### src/rtl/mem_pkg.sv
// mem_pkg: shared access-size codes, MMIO map and FSM states for the memory access unit.
package mem_pkg;
    localparam logic [2:0] F3_B  = 3'b000;
    localparam logic [2:0] F3_H  = 3'b001;
    localparam logic [2:0] F3_W  = 3'b010;
    localparam logic [2:0] F3_BU = 3'b100;
    localparam logic [2:0] F3_HU = 3'b101;
    localparam logic [31:0] IO_BASE = 32'hFFFF_FC00;
    localparam logic [9:0] LED_OFS = 10'h060;
    localparam logic [9:0] SW_OFS  = 10'h070;
    typedef enum logic [1:0] {IDLE, RD_WAIT, RD_DONE} state_t;
    function automatic logic f3_legal(input logic [2:0] f3);
        return f3 == F3_B || f3 == F3_H || f3 == F3_W || f3 == F3_BU || f3 == F3_HU;
    endfunction
endpackage

### src/rtl/mem_access_unit_load_aligner.sv
// load_aligner: picks the addressed byte/half lane of a RAM word and sign- or zero-extends it.
module load_aligner
    import mem_pkg::*;
(
    input  logic [31:0] word,
    input  logic [1:0]  addr,
    input  logic [2:0]  funct3,
    output logic [31:0] data
);
    logic [7:0]  b;
    logic [15:0] h;
    assign b = word[{addr, 3'b000} +: 8];
    assign h = addr[1] ? word[31:16] : word[15:0];
    always_comb
        data = funct3 == F3_B  ? {{24{b[7]}}, b} :
               funct3 == F3_BU ? {24'b0, b} :
               funct3 == F3_H  ? {{16{h[15]}}, h} :
               funct3 == F3_HU ? {16'b0, h} : word;
endmodule

### src/rtl/mem_access_unit.sv
// mem_access_unit: load/store stage driving a 1-cycle-latency data RAM plus LED/switch MMIO.
module mem_access_unit
    import mem_pkg::*;
#(
    parameter int RAM_ADDR_W = 14
) (
    input  logic                  clk,
    input  logic                  rst,
    input  logic                  MemRead,
    input  logic                  MemWrite,
    input  logic [2:0]            funct3,
    input  logic [31:0]           Alu_result,
    input  logic [31:0]           read_data_2,
    output logic [31:0]           mem_rdata,
    output logic                  stall,
    output logic                  mem_err,
    output logic [RAM_ADDR_W-1:0] ram_addr,
    output logic [3:0]            ram_wen,
    output logic [31:0]           ram_wdata,
    input  logic [31:0]           ram_rdata,
    input  logic [15:0]           io_sw,
    output logic [15:0]           io_led
);
    localparam logic [31:0] LED_ADDR = IO_BASE + {22'b0, LED_OFS};
    localparam logic [31:0] SW_ADDR  = IO_BASE + {22'b0, SW_OFS};
    state_t state, next;
    logic [31:0] rdata_q, ld_word;
    logic [15:0] sw_meta, sw_sync;
    logic io, misal, err, ld_ok, st_ok, rd_ram;
    assign io = Alu_result >= IO_BASE;
    assign misal = (funct3[1:0] == 2'b01 && Alu_result[0]) ||
                   (funct3[1:0] == 2'b10 && Alu_result[1:0] != 2'b00);
    assign err = !rst && (MemRead || MemWrite) &&
                 ((MemRead && MemWrite) || !f3_legal(funct3) || misal);
    assign mem_err = err;
    assign ld_ok = !rst && MemRead && !err;
    assign st_ok = !rst && state == IDLE && MemWrite && !err;
    assign rd_ram = state == IDLE && ld_ok && !io;
    assign stall = rd_ram || state == RD_WAIT;
    assign ram_addr = Alu_result[RAM_ADDR_W+1:2];
    // RD_DONE always returns to IDLE so the still-asserted MemRead cannot relaunch the load
    always_comb
        next = state == IDLE ? (rd_ram ? RD_WAIT : IDLE) :
               state == RD_WAIT ? RD_DONE : IDLE;
    always_comb begin
        ram_wen = !(st_ok && !io) ? 4'b0000 :
                  funct3[1:0] == 2'b00 ? 4'b0001 << Alu_result[1:0] :
                  funct3[1:0] == 2'b01 ? (Alu_result[1] ? 4'b1100 : 4'b0011) : 4'b1111;
        ram_wdata = funct3[1:0] == 2'b00 ? {4{read_data_2[7:0]}} :
                    funct3[1:0] == 2'b01 ? {2{read_data_2[15:0]}} : read_data_2;
        mem_rdata = state == RD_DONE && ld_ok ? ld_word :
                    state == IDLE && ld_ok && io && Alu_result == SW_ADDR ? {16'b0, sw_sync} : 32'b0;
    end
    load_aligner u_align (
        .word   (rdata_q),
        .addr   (Alu_result[1:0]),
        .funct3 (funct3),
        .data   (ld_word)
    );
    always_ff @(posedge clk or posedge rst) begin
        if (rst) begin
            state   <= IDLE;
            rdata_q <= '0;
            io_led  <= '0;
            sw_meta <= '0;
            sw_sync <= '0;
        end else begin
            state   <= next;
            sw_meta <= io_sw;
            sw_sync <= sw_meta;
            if (state == RD_WAIT)
                rdata_q <= ram_rdata;
            if (st_ok && Alu_result == LED_ADDR)
                io_led <= read_data_2[15:0];
        end
    end
endmodule

### config.mk
export PLATFORM = sky130hd
export DESIGN_NAME = mem_access_unit
export DESIGN_NICKNAME = d
export VERILOG_FILES = /design/src/rtl/mem_pkg.sv /design/src/rtl/mem_access_unit_load_aligner.sv /design/src/rtl/mem_access_unit.sv
export SDC_FILE = /design/constraint.sdc
export NUM_CORES = 1
export LEC_CHECK = 0
export CAP_MARGIN = 20
export CORE_ASPECT_RATIO = 0.6
export CORE_UTILIZATION = 35
export DETAILED_ROUTE_END_ITERATION = 10
export PLACE_DENSITY = 0.76
export SKIP_LAST_GASP = 1
export SYNTH_ARGS = -nofsm -noshare
export SYNTH_HDL_FRONTEND = slang
export SYNTH_SLANG_ARGS = --single-unit
### constraint.sdc
create_clock -name clk -period 4.81 [get_ports clk]
set_input_delay 0.962 -clock clk [delete_from_list [all_inputs] [get_ports clk]]
set_output_delay 0.962 -clock clk [all_outputs]
set_load 0.005 [all_outputs]
==> After elaboration in Yosys (flattened, before gate mapping) <==
Cells that the tools add are included.
{ "totals": {"input_bits": 119, "ff_bits": 82} }
{ "classes": {"n_mux": 16, "eq_ne": 10, "n_shift": 2, "reduce_logical": 34, "magnitude_cmp": 1} }
{ "ops": {"columns": ["operator", "count"], "rows": [
  ["32-bit two-way mux", 7],
  ["32-bit == test, second input constant", 2],
  ["32-bit greater-or-equal comparator, second input constant", 1],
  ["16-bit two-way mux", 2],
  ["32-bit by 6-bit indexed part select with 8-bit output", 1],
  ["1-bit logical AND", 17],
  ["4-bit two-way mux", 4],
  ["1-bit logical OR", 9],
  ["3-bit == test, second input constant", 2],
  ["2-bit by 1-bit == test with 1-bit output, second input constant", 2],
  ["2-bit == test, second input constant", 2],
  ["1-bit logical NOT", 4],
  ["2-bit logical NOT", 2],
  ["2-bit two-way mux", 2],
  ["1-bit by 2-bit left shift with 4-bit output, first input constant", 1],
  ["3-bit by 1-bit == test with 1-bit output, second input constant", 1],
  ["3-bit by 2-bit == test with 1-bit output, second input constant", 1],
  ["3-bit logical NOT", 1],
  ["2-bit nonzero test", 1],
  ["1-bit two-way mux", 1]
]} }

==> Longest topological paths before layout <==
Gate-level depths: netlist (run 1).
{ "logic_depth": {"depth_word": 16, "depth_mapped": 7, "depth_no_buf": 4} }

==> Modules after synthesis <==
From an unflattened synthesis (run 1), not the netlist that was laid out.
{ "unflattened": {"cells_unflattened": 430, "area_unflattened_um2": 4835.9} }
{ "by_module_without_submodules": {"columns": ["module", "instances", "area_each_um2", "cells_each"], "rows": [
  ["mem_access_unit", 1, 3905.0, 303],
  ["load_aligner", 1, 930.9, 127]
]} }

==> Worst setup path before layout (run 1) <==
Ideal clock, no wire load.
{ "synth_path": {"path_type": "in2out", "startpoint": "input rst", "endpoint": "output ram_wen[0]", "n_path_buf": 0, "path_slack_ps": 315, "arrival_ps": 3533, "t_required_ps": 3848, "cell_stages": 4, "path_cell_list": "inv_1 > nand2_1 > a2111oi_1 > nor2b_1"} }
{ "synth_between": {"elab_chain_cells": 7, "elab_cells_between_ends": 9, "cone_classes": "mux (1); reduce/logical (8)"} }
{ "synth_lines": {"columns": ["element", "line_no", "source"], "rows": [
  ["start, declared", "mem_access_unit.sv:8", "input logic rst,"],
  ["1-bit logical NOT (no source line) *", null, null],
  ["1-bit logical AND (2 in series)", "mem_access_unit.sv:33", "assign err = !rst && (MemRead || MemWrite) &&"],
  ["1-bit logical NOT", "mem_access_unit.sv:37", "assign st_ok = !rst && state == IDLE && MemWrite && !err;"],
  ["1-bit logical AND *", "mem_access_unit.sv:37", null],
  ["1-bit logical AND *", "mem_access_unit.sv:46", "ram_wen = !(st_ok && !io) ? 4'b0000 :"],
  ["4-bit two-way mux *", "mem_access_unit.sv:46", null],
  ["end, declared", "mem_access_unit.sv:18", "output logic [3:0] ram_wen,"]
]} }
Every way passes the cells marked *; elsewhere a longest branch is shown, timed or not.

==> Worst setup path after layout (run 1) <==
{ "layout_path": {"startpoint": "input Alu_result[1]", "endpoint": "output mem_rdata[0]"} }
{ "layout_between": {"elab_chain_cells": 12, "elab_cells_between_ends": 21, "cone_classes": "order compare (1); eq/ne (1); shift (1); mux (7); reduce/logical (11)"} }
{ "layout_lines": {"columns": ["element", "line_no", "source"], "rows": [
  ["start, declared", "mem_access_unit.sv:12", "input logic [31:0] Alu_result,"],
  ["parallel branches: the longest is 11 deep, another holds 32-bit greater-or-equal comparator", null, null],
  ["32-bit two-way mux *", "mem_access_unit.sv:51", "mem_rdata = state == RD_DONE && ld_ok ? ld_word :"],
  ["end, declared", "mem_access_unit.sv:14", "output logic [31:0] mem_rdata,"]
]} }
Mark *: on every way between the ends.

==> impl_metrics.py, run 1 <==
metrics = {
    "finish": {
        "nets": 742,
        "fillerInstances": 1088,
        "most_common_cell_after_layout_fill_and_taps_aside": "sky130_fd_sc_hd__clkdlybuf4s50_1",
        "syn_to_final_growth_pct": 53.91,
        "fraction_of_layout_instances_using_a_drive_strength_above_1": 0.1611,
        "mostFrequentLayoutCells": "sky130_fd_sc_hd__clkdlybuf4s50_1, sky130_fd_sc_hd__dfrtp_1, sky130_fd_sc_hd__mux2_2, sky130_fd_sc_hd__o21ai_0, sky130_fd_sc_hd__nand4_1",
        "antenna_cells_inserted": 0,
    },
    "drt": {
        "dr_total_vias": 4261,
        "drt_wl_total_um": 15420,
        "route.detailed.vias_per_inst": 5.346,
        "drtIter0Drc": 289,
        "drt_drc_violations_left": 0,
        "antenna_violating_nets_post_route": 0,
        "drt_pre_antenna_iters": 7,
        "routedWlPerCell_um": 19.34,
    },
    "global_routing": {
        "initial_antenna_violation_count": 0,
        "grt_first_pass_wirelength_um": 23320,
        "global_route.overflow_total": 0,
        "grt_usage": 0.2267,
        "pin_count_of_the_biggest_net_entering_global_routing": 83,
        "vias_in_the_first_global_route": 4092,
    },
    "cts": {
        "clk_latency_ps": 340,
        "cts_made_buffers": 9,
        "h-tree-depth": 3,
        "clkSlewWorstSetupHoldPaths_ps": 60,
        "post_cts_hold_buffer_count": 0,
        "clockRootBuffer": "sky130_fd_sc_hd__clkbuf_16",
        "cts_tree": "built",
        "post_cts.repair.setup_buffers": 0,
        "clkSinkCount": 82,
        "clock_tree.buffer_depth": 2,
        "resized_gates_after_cts": 0,
    },
    "sta": {
        "timing_worst_slew_pin_value_ps": 792.6,
        "timing.fmax_mhz": 216.3,
        "rsz0062_at_grt": "no",
        "setup_slack_ps": 186.2,
        "maxSlewViolCount": 0,
        "worst_clock_skew_ps": 7.150,
        "final_min_period_over_clock_period": 0.9613,
        "report.final.setup_viol": 0,
        "finalSetupTns_ps": 0,
        "layout_min_cycle_time_ps": 4624,
        "relative_slew_slack": 0.4667,
        "hold_viol": 0,
    },
    "worst_setup_path": {
        "crit_path_start_kind": "primary input",
        "crit-reg2reg-launch": "state[0]$_DFF_PP0_",
        "regToRegSetupSlack_ps": 2600,
        "origin_of_the_worst_setup_path": "Alu_result[1]",
        "reg2reg_depth": 4,
        "critical_path.max_fanout": 16,
        "criticalPathCategory": "in2out",
        "critPathRequiredTime_ps": 3850,
        "timing.rr.end": "io_led[10]$_DFFE_PP0P_",
        "arrival_ps": 3660,
        "timing.critical_path.to_type": "output pin",
        "crit_path_end": "mem_rdata[0]",
    },
    "yosys": {
        "share_of_synthesized_area_occupied_by_flip_flops_and_latches": 0.4405,
        "synth.net_count": 555,
        "synth.lib_cells_used.distinct": 47,
        "ys_warn_count": 0,
        "syn_area_per_cell_um2": 10.68,
        "ys_seq_elements": 82,
        "synth_cells": 436,
        "synthesis.area_um2": 4658,
    },
    "power_and_ir_drop": {
        "internal_power_mw": 1.521,
        "clock_power_share": 0.343,
        "swShare": 0.2747,
        "sequentialPowerShare": 0.428,
        "power.ir.vdd_worst_v": 0.0001750,
        "power_density_nw_per_um2": 292.6,
        "power.net_switching_mw": 0.5761,
        "comb_power_share": 0.229,
        "p_leak_nw": 2.800,
    },
    "floorplan": {
        "std_cell_rows": 32,
        "boundaryPins": 219,
        "core_region_area_um2": 12890,
        "die_height_um": 91.36,
        "floorplan.initialDensity": 0.3613,
        "die_w_um": 150.9,
        "floorplan.die_area_um2": 13790,
    },
    "min_path": {
        "min-delay-path-class": "reg2reg",
    },
    "placement": {
        "port-buffer-count": 218,
        "place_hpwl_um": 11780,
        "preCtsSetupSlack_ps": 145.0,
        "gpl.final_weighted_congestion": 0.9587,
    },
    "job": {
        "drv_cap": 0,
    },
    "run_status": {
        "run_status": "completed",
    },
}
-- worst max-delay path: stages --
cell and delay, ps:
sky130_fd_sc_hd__clkdlybuf4s50_1 590, sky130_fd_sc_hd__or4_4 590, sky130_fd_sc_hd__nor4_2 270, sky130_fd_sc_hd__nand4_1 130
sky130_fd_sc_hd__buf_4 230, sky130_fd_sc_hd__o21ai_0 300, sky130_fd_sc_hd__clkdlybuf4s50_1 580
-- Yosys cell counts, drive strengths merged --
master   count  area (um2)
a2111o       7       78.83
a2111oi      1       10.01
a21oi       19       95.09
a221o        1       10.01
a222oi       1       10.01
a311oi       1       8.760
a31o         1       8.760
and3         1       6.260
and3b        1       8.760
and4         3       26.28
and4b        1       10.01
buf         36       255.2
clkbuf      24       91.33
dfrtp       82        2052
inv          4       15.01
mux2        62       698.2
mux2i       11       110.1
mux4         7       157.7
nand2       15       56.30
nand2b      11       68.82
nand3        1       5.000
nand3b       2       15.01
nand4       23       143.9
nor2        22       82.58
nor2b       12       75.07
nor3         1       5.000
nor3b        8       60.06
nor4         2       18.77
nor4bb       1       10.01
o2111ai      7       61.31
o21a         2       15.01
o21ai       48       240.2
o21bai       1       7.510
o22ai       11       75.07
o2bb2ai      1       8.760
o41ai        1       27.53
or2          2       12.51
or3          1       6.260
or4          1       11.26
-- how the worst min path moves through the flow --
stage,startpoint,slack [ps],to,cells after the start
3_5_place_dp,sw_meta[12]$_DFF_PP0_,330,sw_sync[12]$_DFF_PP0_,0
3_3_place_gp,sw_meta[7]$_DFF_PP0_,330,sw_sync[7]$_DFF_PP0_,0
5_1_grt,sw_meta[0]$_DFF_PP0_,350,sw_sync[0]$_DFF_PP0_,0
2_1_floorplan,sw_meta[0]$_DFF_PP0_,330,sw_sync[0]$_DFF_PP0_,0
6_report,sw_meta[5]$_DFF_PP0_,340,sw_sync[5]$_DFF_PP0_,0
4_1_cts,sw_meta[5]$_DFF_PP0_,350,sw_sync[5]$_DFF_PP0_,0
-- stage by stage --
stage / utilization / hold slack, ps / std cells / area (um2) / power, mW
final: 0.5561 / 341.9 / 797 / 7169 / 2.098
after global placement: 0.5294 / 334.4 / 780 / 6825 / 1.356
after CTS: 0.5534 / 345.1 / 795 / 7134 / 2.096
after floorplan: - / 331.2 / 436 / 4658 / 1.108
after detailed placement: 0.5294 / 334.7 / 780 / 6825 / 1.366
after global routing: 0.5561 / 352.1 / 797 / 7169 / 2.186
-- logic make-up (layout without fill, tap and decap cells) --
family                 Yosys count  after routing  share of synthesized area
AOI/OAI and AO/OA              102            102                     0.1410
and+or+nand+nor                108            108                     0.1335
buffers and inverters           64            255                    0.07762
DFF                             82             82                     0.4405
muxes                           80             80                     0.2074
-- power groups by stage --
stage	combinational [mW]	sequential, mW	clock, mW
floorplan	0.262	0.846	0
finish	0.480	0.898	0.720
global placement	0.461	0.895	0
detailed placement	0.467	0.899	0
CTS	0.474	0.888	0.734
global route	0.514	0.905	0.767
-- registers in the layout, indices dropped and copies added, names as in the netlist --
register and cells:
rdata_q 32, sw_sync 16, io_led 16, sw_meta 16, state 2
-- cell type report --
| type | instances | area [um2] | share of cell area |
|---|---|---|---|
| inverters | 4 | 16.27 | 0.002269 |
| repair buffers | 236 | 2332 | 0.3253 |
| multi-input cells | 290 | 2247 | 0.3134 |
| well taps | 170 | 212.7 | 0.02967 |
| flip-flops and latches | 82 | 2052 | 0.2862 |
| clock inverters | 5 | 80.08 | 0.01117 |
| clock buffers | 10 | 229.0 | 0.03194 |
-- per-layer routing --
| layer | vias up | wire (um) | global-route usage |
|---|---|---|---|
| met5 | - | 0 | 0 |
| li1 | 1980 | - | - |
| met2 | 208 | 6480 | 0.3146 |
| met1 | 2056 | 7136 | 0.3371 |
| met4 | 0 | 165 | 0.04417 |
| met3 | 17 | 1635 | 0.07789 |
(Power assumes the default switching activity.)
==> inputs of run 2 (changes only) <==
--- a/config.mk
+++ b/config.mk
@@ -9,8 +9,9 @@
 export CORE_ASPECT_RATIO = 0.6
 export CORE_UTILIZATION = 35
 export DETAILED_ROUTE_END_ITERATION = 10
-export PLACE_DENSITY = 0.76
+export PLACE_DENSITY = 0.75
 export SKIP_LAST_GASP = 1
 export SYNTH_ARGS = -nofsm -noshare
 export SYNTH_HDL_FRONTEND = slang
+export SYNTH_HIERARCHICAL = 1
 export SYNTH_SLANG_ARGS = --single-unit
==> run 2 against run 1 <==
Net effect:
- synthesized area is 3.8% higher
- critical path type unchanged
- fmax is 0.42% lower
- largest power group unchanged
- sequential share of layout area is 0.68 points lower
==> impl_metrics.py, run 2 <==
metrics = {
    "placement": {
        "gpl.final_weighted_congestion": 0.9012,
        "place_inst": 775,
        "place_hpwl_um": 12450,
        "port-buffer-count": 218,
    },
    "floorplan": {
        "die_w_um": 153.8,
        "boundaryPins": 219,
        "floorplan.die_area_um2": 14310,
        "die_height_um": 93.05,
        "std_cell_rows": 32,
        "floorplan.initialDensity": 0.3671,
        "core_region_area_um2": 13170,
    },
    "drt": {
        "drt_pre_antenna_iters": 4,
        "routedWlPerCell_um": 20.26,
        "drt_drc_violations_left": 0,
        "drtIter0Drc": 332,
        "drt_wl_total_um": 16050,
        "dr_total_vias": 4214,
        "antenna_violating_nets_post_route": 0,
        "route.detailed.vias_per_inst": 5.321,
    },
    "sta": {
        "final_min_period_over_clock_period": 0.9653,
        "layout_min_cycle_time_ps": 4643,
        "rsz0062_at_grt": "no",
        "timing_worst_slew_pin_value_ps": 744.2,
        "relative_slew_slack": 0.5023,
        "worst_clock_skew_ps": 5.745,
        "timing.fmax_mhz": 215.4,
        "finalSetupTns_ps": 0,
        "report.final.setup_viol": 0,
        "hold_viol": 0,
        "maxSlewViolCount": 0,
    },
    "cts": {
        "clkSinkCount": 82,
        "clk_latency_ps": 330,
        "clock_tree.buffer_depth": 2,
        "h-tree-depth": 3,
        "post_cts_hold_buffer_count": 0,
        "cts_made_buffers": 9,
        "clockRootBuffer": "sky130_fd_sc_hd__clkbuf_16",
        "post_cts.repair.setup_buffers": 0,
        "clkSlewWorstSetupHoldPaths_ps": 60,
        "resized_gates_after_cts": 0,
        "cts_tree": "built",
    },
    "global_routing": {
        "vias_in_the_first_global_route": 4199,
        "grt_usage": 0.2256,
        "pin_count_of_the_biggest_net_entering_global_routing": 57,
        "grt_first_pass_wirelength_um": 24270,
        "global_route.overflow_total": 0,
        "initial_antenna_violation_count": 0,
    },
    "power_and_ir_drop": {
        "p_leak_nw": 3.032,
        "power.ir.vdd_worst_v": 0.0001723,
        "power_density_nw_per_um2": 298.5,
    },
    "finish": {
        "syn_to_final_growth_pct": 51.88,
        "fillerInstances": 1101,
        "fraction_of_layout_instances_using_a_drive_strength_above_1": 0.1945,
        "post_route_non_filler_standard_cell_count": 792,
        "mostFrequentLayoutCells": "sky130_fd_sc_hd__clkdlybuf4s50_1, sky130_fd_sc_hd__dfrtp_1, sky130_fd_sc_hd__mux2_2, sky130_fd_sc_hd__nand3_1, sky130_fd_sc_hd__nand2_1",
        "finalCoreUtilization": 0.5576,
        "largest_register": "rdata_q",
        "number_of_flip_flops_under_the_largest_register_name": 32,
        "nets": 736,
        "most_common_cell_after_layout_fill_and_taps_aside": "sky130_fd_sc_hd__clkdlybuf4s50_1",
        "antenna_cells_inserted": 0,
    },
    "yosys": {
        "ys_top_cells_by_area": "sky130_fd_sc_hd__dfrtp_1, sky130_fd_sc_hd__mux2_2, sky130_fd_sc_hd__buf_4",
        "ys_seq_elements": 82,
        "synth.net_count": 549,
        "postSynth.topFlopCell": "sky130_fd_sc_hd__dfrtp_1",
        "ys_warn_count": 6,
        "netlist.top_cell.by_area": "sky130_fd_sc_hd__dfrtp_1",
        "share_of_synthesized_area_occupied_by_flip_flops_and_latches": 0.4243,
        "synthesis.area_um2": 4836,
        "synth_cells": 430,
        "postSynth.asyncResetShare": 1.000,
        "synth.cells.most_frequent": "sky130_fd_sc_hd__dfrtp_1, sky130_fd_sc_hd__mux2_2, sky130_fd_sc_hd__nand3_1, sky130_fd_sc_hd__nand2_1, sky130_fd_sc_hd__buf_4",
        "synth.lib_cells_used.distinct": 47,
        "synth.top_cell.area_share": 0.4243,
        "synth_most_common_cell": "sky130_fd_sc_hd__dfrtp_1",
        "number_of_synthesized_flops_with_an_enable_pin": 0,
        "syn_area_per_cell_um2": 11.25,
    },
    "worst_setup_path": {
        "reg2reg_depth": 5,
        "path_depth": 7,
        "worstPathBufferInverterCount": 3,
        "criticalPathCategory": "in2out",
        "crit_path_end": "mem_rdata[3]",
        "critPathRequiredTime_ps": 3850,
        "timing.critical_path.cells": "clkdlybuf4s50_1 > nand4_1 > or4_4 > or4b_1 > buf_4 > o2bb2ai_1 > clkdlybuf4s50_1",
        "crit-reg2reg-launch": "state[1]$_DFF_PP0_",
        "timing.critical_path.to_type": "output pin",
        "critical-path-top-cell-by-count": "sky130_fd_sc_hd__clkdlybuf4s50_1",
        "cp_slowest_stage_delay_ps": 580,
        "timing.rr.end": "io_led[13]$_DFFE_PP0P_",
        "arrival_ps": 3680,
        "crit_path_top_delay_cell": "sky130_fd_sc_hd__or4_4",
        "critical_path.max_fanout": 16,
        "regToRegSetupSlack_ps": 2760,
        "crit_path_start_kind": "primary input",
        "timing.critical_path.max_delay_family": "buffers and inverters",
        "origin_of_the_worst_setup_path": "Alu_result[10]",
    },
    "min_path": {
        "min-delay-path-class": "reg2reg",
    },
    "run_status": {
        "run_status": "completed",
    },
    "job": {
        "drv_cap": 0,
    },
}
-- run 2: worst min-delay path by stage --
| stage | from | endpoint | slack, ps | cells past startpoint |
|---|---|---|---|---|
| final | sw_meta[14]$_DFF_PP0_ | sw_sync[14]$_DFF_PP0_ | 350 | 0 |
| after global routing | sw_meta[3]$_DFF_PP0_ | sw_sync[3]$_DFF_PP0_ | 360 | 0 |
| after CTS | sw_meta[0]$_DFF_PP0_ | sw_sync[0]$_DFF_PP0_ | 350 | 0 |
| after detailed placement | sw_meta[0]$_DFF_PP0_ | sw_sync[0]$_DFF_PP0_ | 330 | 0 |
| after global placement | sw_meta[11]$_DFF_PP0_ | sw_sync[11]$_DFF_PP0_ | 330 | 0 |
| after floorplan | sw_meta[0]$_DFF_PP0_ | sw_sync[0]$_DFF_PP0_ | 330 | 0 |
-- run 2: cell type report --
cell class | count | area, um2 | share of cell area
tap | 170 | 212.7 | 0.02896
clock inverter | 6 | 112.6 | 0.01533
sequential | 82 | 2052 | 0.2794
clock buffer | 10 | 229.0 | 0.03118
timing repair buffer | 234 | 2330 | 0.3172
multi-input combinational | 286 | 2392 | 0.3257
inverter | 4 | 16.27 | 0.002215
-- run 2: layer usage --
layer	track usage	up-vias	share of wire
met4	0.05333	0	0.0084
met1	0.3208	2093	0.45
met5	0	-	0
li1	-	1952	-
met2	0.3398	159	0.46
met3	0.06070	10	0.087
-- run 2: cell families (layout without fill, tap and decap cells) --
group / count (synthesis) / in the layout / synth area share
buffers and inverters: 62 / 254 / 0.08150
and+or+nand+nor: 137 / 137 / 0.1746
AOI/OAI and AO/OA: 67 / 67 / 0.1286
muxes: 82 / 82 / 0.1909
DFF: 82 / 82 / 0.4243
-- run 2: where the power goes --
group	leakage [nW]	total [mW]	switching, mW	internal [mW]
clock network	0.167	0.780	0.271	0.509
logic	1.86	0.538	0.220	0.318
registers	1.01	0.874	0.0923	0.782
total	3.03	2.19	0.583	1.61
-- run 2: per-stage QoR --
stage                     hold WS [ps]  power, mW  area, um2  setup WS (ps)
after floorplan                  331.2      1.151       4836           1273
after global placement           331.8      1.402       6975          262.0
after detailed placement         334.7      1.416       6975          210.0
after CTS                        349.1      2.209       7317          137.3
after global routing             355.6      2.295       7345          17.21
final                            347.9      2.192       7345          166.7
==> inputs of run 3 (changes only) <==
--- a/config.mk
+++ b/config.mk
@@ -7,6 +7,7 @@
 export LEC_CHECK = 0
 export CAP_MARGIN = 20
 export CORE_ASPECT_RATIO = 0.6
+export CORE_MARGIN = 5
 export CORE_UTILIZATION = 35
 export DETAILED_ROUTE_END_ITERATION = 10
 export PLACE_DENSITY = 0.75
==> run 3 against run 2 <==
Net effect:
- final area down 1.0%
- global-route usage is 2.5 points lower
- total power fell by 4.1%
- critical path depth unchanged
- register-to-register slack better by 50 ps
- largest power group unchanged
==> impl_metrics.py, run 3 (synthesized netlist as in run 2, its figures left out) <==
metrics = {
    "cts": {
        "clk_latency_ps": 330,
        "clkSinkCount": 82,
        "post_cts.repair.setup_buffers": 0,
        "clock_tree.buffer_depth": 2,
        "post_cts_hold_buffer_count": 0,
        "cts_made_buffers": 9,
        "resized_gates_after_cts": 0,
        "h-tree-depth": 3,
        "clkSlewWorstSetupHoldPaths_ps": 70,
        "cts_tree": "built",
        "clockRootBuffer": "sky130_fd_sc_hd__clkbuf_16",
    },
    "finish": {
        "largest_register": "rdata_q",
        "finalCoreUtilization": 0.5352,
        "regArea_um2": 2052,
        "post_route_non_filler_standard_cell_count": 793,
        "multi_input_comb_area_um2": 2392,
        "nets": 732,
        "fraction_of_layout_instances_using_a_drive_strength_above_1": 0.1926,
        "fillerInstances": 1192,
        "antenna_cells_inserted": 0,
        "number_of_flip_flops_under_the_largest_register_name": 32,
        "mostFrequentLayoutCells": "sky130_fd_sc_hd__clkdlybuf4s50_1, sky130_fd_sc_hd__dfrtp_1, sky130_fd_sc_hd__mux2_2, sky130_fd_sc_hd__nand3_1, sky130_fd_sc_hd__nand2_1",
        "syn_to_final_growth_pct": 50.35,
        "most_common_cell_after_layout_fill_and_taps_aside": "sky130_fd_sc_hd__clkdlybuf4s50_1",
    },
    "power_and_ir_drop": {
        "p_total_mw": 2.102,
        "power.ir.vdd_worst_v": 0.0002019,
        "power_density_nw_per_um2": 289.1,
        "p_leak_nw": 2.991,
    },
    "drt": {
        "drt_drc_violations_left": 0,
        "route.detailed.vias_per_inst": 5.329,
        "drt_wl_total_um": 16780,
        "drtIter0Drc": 346,
        "drt_pre_antenna_iters": 5,
        "antenna_violating_nets_post_route": 0,
        "dr_total_vias": 4226,
        "routedWlPerCell_um": 21.16,
    },
    "run_status": {
        "run_status": "completed",
    },
    "global_routing": {
        "grt_first_pass_wirelength_um": 25250,
        "initial_antenna_violation_count": 0,
        "grt_usage": 0.2003,
        "vias_in_the_first_global_route": 4337,
        "pin_count_of_the_biggest_net_entering_global_routing": 44,
        "global_route.overflow_total": 0,
    },
    "sta": {
        "hold_viol": 0,
        "worst_clock_skew_ps": 7.438,
        "final_min_period_over_clock_period": 0.9731,
        "layout_min_cycle_time_ps": 4680,
        "report.final.setup_viol": 0,
        "maxSlewViolCount": 0,
        "timing.fmax_mhz": 213.7,
        "rsz0062_at_grt": "no",
        "finalSetupTns_ps": 0,
        "timing_worst_slew_pin_value_ps": 805.1,
        "relative_slew_slack": 0.4633,
    },
    "floorplan": {
        "die_w_um": 161.8,
        "floorplan.die_area_um2": 16340,
        "boundaryPins": 219,
        "floorplan.initialDensity": 0.3560,
        "die_height_um": 101.1,
        "core_region_area_um2": 13580,
        "std_cell_rows": 33,
    },
    "placement": {
        "place_inst": 777,
        "port-buffer-count": 218,
        "gpl.final_weighted_congestion": 0.8507,
        "place_hpwl_um": 13040,
    },
    "worst_setup_path": {
        "timing.critical_path.to_type": "output pin",
        "critPathRequiredTime_ps": 3850,
        "crit_path_start_kind": "primary input",
        "critical_path.max_fanout": 16,
        "criticalPathCategory": "in2out",
        "arrival_ps": 3720,
    },
    "job": {
        "drv_cap": 0,
    },
    "min_path": {
        "min-delay-path-class": "reg2reg",
    },
}
-- run 3: metal layers --
metal	global-route usage	up-vias	wire [um]
li1	-	1936	-
met1	0.2684	2079	7574
met2	0.3286	199	7777
met3	0.05803	12	1231
met4	0.03769	0	192
met5	0	-	0
-- run 3: cell type report --
type                       count  area share
multi-input combinational    286      0.3290
timing repair buffer         230      0.3146
sequential                    82      0.2822
clock buffer                   9     0.03098
tap                          175     0.03012
clock inverter                 7     0.01084
inverter                       4    0.002237
-- run 3: power breakdown --
part | switching, mW | internal, mW | total, mW
registers | 0.100 | 0.781 | 0.881
clock network | 0.322 | 0.372 | 0.694
logic | 0.212 | 0.314 | 0.526
-- run 3: worst max-delay path, stage by stage --
cell	delay (ps)
sky130_fd_sc_hd__clkdlybuf4s50_1	500
sky130_fd_sc_hd__nand4_1	100
sky130_fd_sc_hd__or4_4	570
sky130_fd_sc_hd__or4b_1	560
sky130_fd_sc_hd__buf_4	240
sky130_fd_sc_hd__o2bb2ai_1	220
sky130_fd_sc_hd__clkdlybuf4s50_1	540
-- run 3: path summary, 6_finish.rpt --
| check | startpoint | endpoint | slack (ps) | cells past startpoint |
|---|---|---|---|---|
| worst max-delay path | Alu_result[10] | mem_rdata[3] | 130 | 7 |
| max in group asynchronous | rst | sw_sync[3]$_DFF_PP0_ | 2680 | 3 |
| worst max register to register | state[1]$_DFF_PP0_ | io_led[3]$_DFFE_PP0P_ | 2810 | 5 |
| min in group asynchronous | rst | io_led[14]$_DFFE_PP0P_ | 1130 | 2 |
| worst min register to register | sw_meta[14]$_DFF_PP0_ | sw_sync[14]$_DFF_PP0_ | 350 | 0 |
| worst min-delay path | sw_meta[14]$_DFF_PP0_ | sw_sync[14]$_DFF_PP0_ | 350 | 0 |
-- run 3: through the flow --
| stage | instance area, um2 | hold WS (ps) | worst slack (ps) |
|---|---|---|---|
| floorplan | 4836 | 331.2 | 1273 |
| global placement | 6967 | 331.2 | 240.7 |
| detailed placement | 6967 | 334.7 | 148.2 |
| CTS | 7271 | 351.1 | 119.5 |
| global route | 7271 | 359.6 | 49.45 |
| finish | 7271 | 348.2 | 129.6 |
